### src/rtl/mem_access_unit.sv
// MEM-stage load/store unit: formats loads/stores, drives a ready-handshaked data port, stalls
// the pipeline while memory is busy. Optional access timeout enabled by `define MEM_TIMEOUT_EN.
module mem_access_unit #(
    parameter int unsigned TIMEOUT = 16
) (
    input  logic        clk,
    input  logic        reset,
    input  logic        RegWriteM,
    input  logic        MemReadM,
    input  logic        MemWriteM,
    input  logic [2:0]  Funct3M,
    input  logic [31:0] ALUResultM,
    input  logic [31:0] WriteDataM,
    output logic        dmem_req,
    output logic        dmem_we,
    output logic [31:0] dmem_addr,
    output logic [3:0]  dmem_be,
    output logic [31:0] dmem_wdata,
    input  logic [31:0] dmem_rdata,
    input  logic        dmem_ready,
    output logic [31:0] RD,
    output logic        RegWriteMemM,
    output logic        StallM,
    output logic        MisalignM,
    output logic        BusErrM
);

    typedef enum logic [1:0] {StIdle, StWait, StDone} state_e;

    state_e      state_q, state_d;
    logic [31:0] addr_q, wdata_q, rd_q;
    logic [3:0]  be_q;
    logic [2:0]  f3_q;
    logic        we_q, err_q;

    logic        is_byte, is_half, access, misalign, valid, timeout_hit;
    logic [1:0]  off;
    logic [3:0]  req_be;
    logic [31:0] req_wdata;

    // Select the addressed lane and extend it according to the access size/sign code.
    function automatic logic [31:0] fmt_load(input logic [2:0] f3, input logic [1:0] sel,
                                             input logic [31:0] data);
        logic [31:0] lane;
        lane = data >> {sel, 3'b000};
        case (f3)
            3'b000:  fmt_load = {{24{lane[7]}}, lane[7:0]};
            3'b001:  fmt_load = {{16{lane[15]}}, lane[15:0]};
            3'b100:  fmt_load = {24'h0, lane[7:0]};
            3'b101:  fmt_load = {16'h0, lane[15:0]};
            default: fmt_load = data;
        endcase
    endfunction

    assign off = ALUResultM[1:0];

    always_comb begin
        is_byte  = (Funct3M == 3'b000) || (Funct3M == 3'b100);
        is_half  = (Funct3M == 3'b001) || (Funct3M == 3'b101);
        access   = MemReadM | MemWriteM;
        misalign = is_half ? off[0] : (!is_byte && (off != 2'b00));
        valid    = access && !misalign;
        if (is_byte) begin
            req_be    = 4'b0001 << off;
            req_wdata = {4{WriteDataM[7:0]}};
        end else if (is_half) begin
            req_be    = off[1] ? 4'b1100 : 4'b0011;
            req_wdata = {2{WriteDataM[15:0]}};
        end else begin
            req_be    = 4'b1111;
            req_wdata = WriteDataM;
        end
    end

`ifdef MEM_TIMEOUT_EN
    localparam int unsigned CntW = $clog2(TIMEOUT + 1);
    logic [CntW-1:0] cnt_q;

    // A ready in the last counted cycle takes priority over the abort.
    assign timeout_hit = (state_q == StWait) && !dmem_ready && (cnt_q == CntW'(TIMEOUT - 1));

    always_ff @(posedge clk or negedge reset) begin
        if (!reset) begin
            cnt_q <= '0;
        end else if ((state_q == StWait) && !dmem_ready && !timeout_hit) begin
            cnt_q <= cnt_q + 1'b1;
        end else begin
            cnt_q <= '0;
        end
    end
`else
    logic unused_timeout;
    assign timeout_hit    = 1'b0;
    assign unused_timeout = ^TIMEOUT;
`endif

    always_ff @(posedge clk or negedge reset) begin
        if (!reset) begin
            state_q <= StIdle;
        end else begin
            state_q <= state_d;
        end
    end

    always_comb begin
        state_d = state_q;
        unique case (state_q)
            StIdle:  if (valid && !dmem_ready) state_d = StWait;
            StWait:  if (dmem_ready || timeout_hit) state_d = StDone;
            StDone:  state_d = StIdle;
            default: state_d = StIdle;
        endcase
    end

    always_ff @(posedge clk or negedge reset) begin
        if (!reset) begin
            addr_q  <= '0;
            wdata_q <= '0;
            be_q    <= '0;
            f3_q    <= '0;
            we_q    <= 1'b0;
            rd_q    <= '0;
            err_q   <= 1'b0;
        end else begin
            if ((state_q == StIdle) && valid && !dmem_ready) begin
                addr_q  <= ALUResultM;
                wdata_q <= req_wdata;
                be_q    <= req_be;
                f3_q    <= Funct3M;
                we_q    <= MemWriteM;
            end
            if ((state_q == StWait) && dmem_ready) begin
                rd_q <= we_q ? 32'h0 : fmt_load(f3_q, addr_q[1:0], dmem_rdata);
            end
            err_q <= timeout_hit;
        end
    end

    // Outputs are forced low while reset is held, even though IDLE is input-driven.
    always_comb begin
        dmem_req     = 1'b0;
        dmem_we      = 1'b0;
        dmem_addr    = '0;
        dmem_be      = '0;
        dmem_wdata   = '0;
        RD           = '0;
        RegWriteMemM = 1'b0;
        StallM       = 1'b0;
        MisalignM    = 1'b0;
        BusErrM      = 1'b0;
        if (reset) begin
            unique case (state_q)
                StIdle: begin
                    MisalignM    = access && misalign;
                    RegWriteMemM = RegWriteM && !(access && misalign) && !(valid && !dmem_ready);
                    if (valid) begin
                        dmem_req   = 1'b1;
                        dmem_we    = MemWriteM;
                        dmem_addr  = {ALUResultM[31:2], 2'b00};
                        dmem_be    = req_be;
                        dmem_wdata = req_wdata;
                        StallM     = !dmem_ready;
                        if (dmem_ready && !MemWriteM) RD = fmt_load(Funct3M, off, dmem_rdata);
                    end
                end
                StWait: begin
                    dmem_req   = 1'b1;
                    dmem_we    = we_q;
                    dmem_addr  = {addr_q[31:2], 2'b00};
                    dmem_be    = be_q;
                    dmem_wdata = wdata_q;
                    StallM     = 1'b1;
                end
                StDone: begin
                    RD           = err_q ? 32'h0 : rd_q;
                    BusErrM      = err_q;
                    RegWriteMemM = RegWriteM && !err_q;
                end
                default: ;
            endcase
        end
    end

endmodule

### config.mk
export PLATFORM = sky130hd
export DESIGN_NAME = mem_access_unit
export DESIGN_NICKNAME = d
export VERILOG_FILES = /design/src/rtl/mem_access_unit.sv
export SDC_FILE = /design/constraint.sdc
export NUM_CORES = 1
export LEC_CHECK = 0
export ABC_CLOCK_PERIOD_IN_PS = 2500
export CAP_MARGIN = 20
export CORE_MARGIN = 2
export CORE_UTILIZATION = 44
export CTS_BUF_LIST = sky130_fd_sc_hd__clkbuf_8
export DETAILED_ROUTE_END_ITERATION = 10
export MAX_ROUTING_LAYER = met4
export PLACE_DENSITY = 0.9
export SLEW_MARGIN = 5
export SYNTH_ARGS = -nofsm -noshare
export SYNTH_HDL_FRONTEND = slang
export SYNTH_SLANG_ARGS = --single-unit
export TNS_END_PERCENT = 20
### constraint.sdc
create_clock -name clk -period 2.5 [get_ports clk]
set_input_delay 0.25 -clock clk [delete_from_list [all_inputs] [get_ports clk]]
set_output_delay 0.25 -clock clk [all_outputs]
set_load 0.01 [all_outputs]
==> flow_metrics.py, run 1 <==
metrics = {
    "clock_tree": {
        "ctsLongestPathBuffers": 2,
        "cts.clk_slew.worst_paths_ns": 0.12,
        "cts_made_buffers": 9,
        "htree_num_levels": 3,
        "cts.sinks": 106,
        "clk_latency_ns": 0.40,
        "cts_tree": "done",
        "cts_root_buffer": "clkbuf_8",
    },
    "placed_design": {
        "pre_cts_ws_ns": -0.486,
        "post-dp-hpwl_um": 17200,
        "place_area_um2": 9510,
        "dpl.cell_count": 1228,
        "port_buffers": 207,
        "gp_congestion": 0.976,
    },
    "pwr": {
        "power_frac_seq": 0.439,
        "p_sw_frac": 0.365,
        "clock_power_share": 0.205,
        "combPwrFrac": 0.356,
        "peakVddDrop_mv": 0.313,
        "p_leak_nw": 4.62,
        "internal_power_w": 0.00375,
        "p_sw_w": 0.00215,
        "powerDensity_nw_per_um2": 603,
    },
    "synthesis": {
        "synth_warnings": 0,
        "netlist_area_um2": 6790,
        "synth_ff_type": "dfrtp_1",
        "syn_avg_cell_area_um2": 8.17,
        "synth.yosys.seq_area_share": 0.390,
        "netlist-cell-type-count": 51,
        "synth-edff-count": 0,
        "ys_async_sr_fraction": 1.00,
        "ys_seq_elements": 106,
        "syn_inst": 832,
    },
    "sta": {
        "timing.final.ws_setup_ns": -0.178,
        "fin_worst_skew_ns": 0.0148,
        "setup_violations": 32,
        "hold_violations": 0,
        "min_period_ns": 2.68,
        "rsz0062_at_grt": "true",
        "fin_crit_sh": 1.07,
        "tightest_slew_ns": 0.901,
        "relSlewSlack": 0.397,
        "slew_violations": 0,
        "clock.fmax_mhz": 373,
    },
    "detailed_routing": {
        "dr.pass1.iters": 5,
        "drtAntennaViolNets": 0,
        "wirelength_um": 24900,
        "drt_iter0_drc": 615,
        "vias": 7626,
        "vias_per_cell": 6.02,
        "wire_per_inst_um": 19.7,
        "drc_errors": 0,
    },
    "die": {
        "rows": 45,
        "die_h_um": 128,
        "die-area_um2": 16500,
        "initial_core_util": 0.449,
        "core_region_area_um2": 15100,
        "io_pins": 211,
        "dieWidth_um": 128,
    },
    "critical_path": {
        "worst_ep_arrival_time_ns": 2.43,
        "cp_common_cell": "buf_6",
        "crit_cells": 8,
        "cpLargestDelayFamily": "compound AO/OA/AOI/OAI gates",
        "worst_path_largest_cell_delay_ns": 0.41,
        "crit_buf_inv": 4,
        "crit_chain": "or3b_4, a2111o_1, a2111oi_4, buf_6, buf_12, buf_4, a221o_2, buf_6",
        "path_max_fanout": 8,
        "startpoint_type": "flip-flop",
        "criticalPathCategory": "flip-flop to primary output",
        "reg2reg_depth": 9,
        "cp-end-kind": "primary output",
        "required_ns": 2.25,
        "slowest_stage": "or3b_4",
    },
    "run_status": {
        "failed_checks": "negative setup slack",
        "status": "finished with violations",
    },
    "cells_and_area": {
        "final_layout_size_suffix_gt1_frac": 0.247,
        "fin_nets": 1176,
        "area_delta_synth_final_pct": 44.1,
        "stdcell_area_um2": 9790,
        "fin_cells": 1266,
    },
    "grt": {
        "grt_pass1_vias": 7299,
        "grtUsageTotal": 0.305,
        "antenna_found_initial": 1,
        "grt_pass1_wl_um": 38300,
        "grt_max_degree": 73,
        "grt-ovfl-total": 0,
    },
    "job": {
        "cap_violations": 0,
    },
    "min_path": {
        "hold_class": "input port to asynchronous set/reset pin",
    },
}
[sequential cells by signal, indices dropped and copies added, names as in the netlist]
register	count
rd_q	32
state_q	2
f3_q	3
wdata_q	32
addr_q	32
we_q	1
be_q	4
[stage by stage]
stage	hold slack, ns	util	total power, W	setup TNS [ns]
after floorplan	-0.0456	-	0.00371	0
after global placement	0.279	0.628	0.00457	-33.46
after detailed placement	0.277	0.628	0.00467	-35.31
after CTS	0.108	0.647	0.00584	-2.90
after global routing	0.171	0.646	0.00622	-4.90
final	0.120	0.646	0.00590	-2.07
[path summary, 6_finish.rpt]
check / start / to / slack [ns]
min: reset / addr_q[13] / 0.12
min in group clk: ALUResultM[31] / addr_q[31] / 0.39
max in group asynchronous: reset / wdata_q[1] / 1.26
max: state_q[0] / RD[23] / -0.18
min reg2reg: rd_q[2] / rd_q[2] / 0.49
max reg2reg: state_q[1] / be_q[2] / 0.24
[worst min-delay path, stage by stage]
cell   delay [ns]
buf_4        0.10
buf_4        0.15
buf_4        0.49
[synth_stat cells, drive strengths merged, types with 2 or more instances]
| master | n | share of area |
|---|---|---|
| nor2 | 83 | 0.046 |
| mux2 | 25 | 0.041 |
| a2111oi | 2 | 0.0055 |
| clkinv | 2 | 0.0011 |
| inv | 6 | 0.0033 |
| a2111o | 2 | 0.0033 |
| and2b | 7 | 0.0088 |
| and3b | 2 | 0.0026 |
| dfrtp | 106 | 0.39 |
| buf | 22 | 0.017 |
| nor3b | 3 | 0.0033 |
| a21o | 2 | 0.0022 |
| a32oi | 2 | 0.0026 |
| a221o | 40 | 0.062 |
| nand2 | 237 | 0.13 |
| mux2i | 26 | 0.038 |
| a21oi | 15 | 0.011 |
| a22o | 7 | 0.0090 |
| a22oi | 71 | 0.078 |
| o2bb2ai | 15 | 0.019 |
| nand2b | 5 | 0.0046 |
| nor3 | 5 | 0.0037 |
| nor4 | 4 | 0.0037 |
| a211oi | 10 | 0.011 |
| o21ai | 49 | 0.036 |
| o31ai | 8 | 0.0088 |
| nand3b | 2 | 0.0022 |
| clkbuf | 55 | 0.030 |
| nor2b | 4 | 0.0037 |
[cell type report]
cell class / instances / area (um2)
Inverter: 8 / 30.0
Timing Repair Buffer: 303 / 2760
Antenna cell: 2 / 5.00
Sequential cell: 106 / 2650
Clock inverter: 6 / 78.8
Tap cell: 188 / 235
Fill cell: 1203 / 5360
Clock buffer: 10 / 138
Multi-Input combinational cell: 643 / 3890
[metal layers]
metal	up-vias	track usage	share of wire
li1	3430	-	-
met4	0	0.125	0.032
met5	-	-	0
met2	431	0.485	0.48
met1	3701	0.389	0.40
met3	64	0.0480	0.084
[cells in the final DEF (no fill, tap or decap), drive strengths merged, types with 3 or more instances in the layout]
cell             n
a211oi          10
nor2            83
mux2            25
nor3b            3
conb             3
a22o             7
a22oi           71
a221o           40
dfrtp          106
o2bb2ai         15
nor4             4
nor3             5
nand2b           5
mux2i           26
clkdlybuf4s15   21
nand2          237
clkdlybuf4s50  103
and2b            7
nor2b            4
clkinv           3
clkbuf          38
dlygate4sd2      8
inv             10
a21oi           15
buf            141
o31ai            8
o21ai           49
[repair_timing]
| action | 4_1_cts | 5_1_grt |
|---|---|---|
| hold buffers | 1 | 0 |
| setup buffers | 8 | 10 |
| endpoints found under the hold margin | 19 | 0 |
| gates cloned | 3 | 1 |
| endpoints found under the setup margin | 99 | 90 |
| pin swaps | 11 | 13 |
| gates resized for setup | 315 | 78 |
[power groups by stage]
stage | logic [W] | clock network, W | registers, W
after CTS | 0.00205 | 0.00122 | 0.00257
after detailed placement | 0.00207 | 0 | 0.00260
after floorplan | 0.00124 | 0 | 0.00247
after global routing | 0.00229 | 0.00128 | 0.00265
final | 0.00210 | 0.00121 | 0.00259
after global placement | 0.00201 | 0 | 0.00257
[logic make-up (layout without fill, tap and decap cells)]
kind of cell / Yosys count / count (layout) / share of synthesized area
xor gates and xnor gates: 1 / 1 / 0.00129
and+or+nand+nor: 358 / 358 / 0.216
buffers and inverters: 85 / 327 / 0.0523
AOI/OAI and AO/OA: 229 / 229 / 0.257
muxes: 52 / 52 / 0.0831
DFF: 106 / 106 / 0.390
other: 1 / 5 / 0.000552
(Power assumes the default switching activity.)
==> run 2: changes to the inputs <==
--- a/config.mk
+++ b/config.mk
@@ -13,6 +13,7 @@
 export DETAILED_ROUTE_END_ITERATION = 10
 export MAX_ROUTING_LAYER = met4
 export PLACE_DENSITY = 0.9
+export RECOVER_POWER = 100
 export SLEW_MARGIN = 5
 export SYNTH_ARGS = -nofsm -noshare
 export SYNTH_HDL_FRONTEND = slang
==> flow_metrics.py, run 2 (synthesized netlist as in run 1, its figures left out) <==
metrics = {
    "grt": {
        "grtUsageTotal": 0.305,
        "busiest_layer": "met2",
        "antenna_found_initial": 1,
        "grt-ovfl-total": 0,
        "use_met1": 0.389,
        "grt_pass1_wl_um": 38300,
        "grt_max_degree": 73,
        "met3_usage": 0.0480,
        "use_met2": 0.485,
        "grt_pass1_vias": 7299,
    },
    "sta": {
        "timing.final.ws_setup_ns": -0.177,
        "slew_violations": 0,
        "fin_worst_skew_ns": 0.0148,
        "setup_violations": 33,
        "clock.fmax_mhz": 374,
        "relSlewSlack": 0.243,
        "min_period_ns": 2.68,
        "rsz0062_at_grt": "true",
        "hold_violations": 0,
        "tightest_slew_ns": 1.14,
        "fin_crit_sh": 1.07,
        "fin_setup_tns_ns": -2.09,
    },
    "die": {
        "core_region_area_um2": 15100,
        "die_h_um": 128,
        "io_pins": 211,
        "die-area_um2": 16500,
        "rows": 45,
        "initial_core_util": 0.449,
        "dieWidth_um": 128,
    },
    "critical_path": {
        "criticalPathCategory": "flip-flop to primary output",
        "worst_ep_arrival_time_ns": 2.43,
        "required_ns": 2.25,
        "slowest_stage": "or3b_4",
        "cp-end-kind": "primary output",
        "startpoint_type": "flip-flop",
        "reg2reg_slack_ns": 0.24,
        "crit_chain": "or3b_4, a2111o_1, a2111oi_4, buf_6, buf_12, buf_4, a221o_2, buf_6",
        "worst_path_largest_cell_delay_ns": 0.41,
        "cp_common_cell": "buf_6",
        "path_max_fanout": 8,
    },
    "run_status": {
        "failed_checks": "negative setup slack",
        "status": "finished with violations",
    },
    "cells_and_area": {
        "area_delta_synth_final_pct": 43.9,
        "layout_common_cells": "nand2_1 (236), dfrtp_1 (106), clkdlybuf4s50_1 (103)",
        "mostFrequentLayoutCell": "nand2_1",
        "final_layout_size_suffix_gt1_frac": 0.246,
        "reg.largest.list": "addr_q x32, rd_q x32, wdata_q x32",
        "fin_nets": 1176,
    },
    "pwr": {
        "peakVddDrop_mv": 0.313,
        "total_power_w": 0.00589,
        "p_leak_nw": 4.61,
        "powerDensity_nw_per_um2": 603,
    },
    "clock_tree": {
        "ctsLongestPathBuffers": 2,
        "htree_num_levels": 3,
        "cts.sinks": 106,
        "clk_latency_ns": 0.40,
        "cts_made_buffers": 9,
        "cts.clk_slew.worst_paths_ns": 0.12,
        "cts_root_buffer": "clkbuf_8",
        "cts_tree": "done",
    },
    "job": {
        "cap_violations": 0,
    },
    "placed_design": {
        "gp_congestion": 0.976,
        "pre_cts_ws_ns": -0.486,
        "post-dp-hpwl_um": 17200,
        "port_buffers": 207,
    },
    "detailed_routing": {
        "vias_per_cell": 6.03,
        "vias": 7626,
        "dr.pass1.iters": 5,
        "wire_per_inst_um": 19.6,
        "drtAntennaViolNets": 0,
        "drc_errors": 0,
        "drt_iter0_drc": 630,
        "wirelength_um": 24800,
    },
    "min_path": {
        "hold_class": "input port to flip-flop",
    },
}
[run 2: cell type report]
| cell class | instances | area (um2) |
|---|---|---|
| Tap cell | 188 | 235 |
| Clock buffer | 10 | 138 |
| Inverter | 8 | 30.0 |
| Fill cell | 1204 | 5370 |
| Antenna cell | 1 | 2.50 |
| Sequential cell | 106 | 2650 |
| Timing Repair Buffer | 303 | 2750 |
| Multi-Input combinational cell | 643 | 3890 |
| Clock inverter | 6 | 78.8 |
[run 2: through the flow]
stage | area, um2 | std cells | util | hold WS [ns]
global route | 9780 | 1265 | 0.646 | 0.390
detailed placement | 9510 | 1228 | 0.628 | 0.277
finish | 9780 | 1265 | 0.646 | 0.390
global placement | 9510 | 1228 | 0.628 | 0.279
CTS | 9800 | 1255 | 0.647 | 0.108
floorplan | 6800 | 834 | - | -0.0456
[run 2: worst max-delay path: cells and delay by family (launching register included)]
kind,cells,cell delay [ns]
AO/OA/AOI/OAI,3,0.74
buffers and inverters,4,0.48
AND/OR/NAND/NOR,1,0.41
flip-flops,1,0.40
[run 2: path summary, 6_finish.rpt]
path,startpoint,end,cells after the start
setup / recovery,state_q[0],RD[23],8
hold / removal,ALUResultM[31],addr_q[31],3
setup reg to reg,state_q[1],be_q[2],9
hold reg to reg,rd_q[2],rd_q[2],2
max in group asynchronous,reset,addr_q[11],4
min in group asynchronous,reset,addr_q[13],3
[run 2: timing repair]
action	CTS	global route
endpoints found under the hold margin	19	0
buffers inserted	8	10
gates cloned	3	1
pin swaps	11	13
resized for setup	315	78
hold buffers	1	0
setup endpoints to repair	99	90
[run 2: metal layers]
metal | wire, um | vias up
met2 | 12000 | 441
met5 | 0 | -
met3 | 2060 | 64
li1 | - | 3429
met4 | 799 | 0
met1 | 10000 | 3692
[run 2: power by group]
group	leakage, nW	switching, W	internal [W]
Sequential	1.34	0.000360	0.00223
Clock	0.111	0.000694	0.000515
Combinational	3.16	0.00110	0.00100
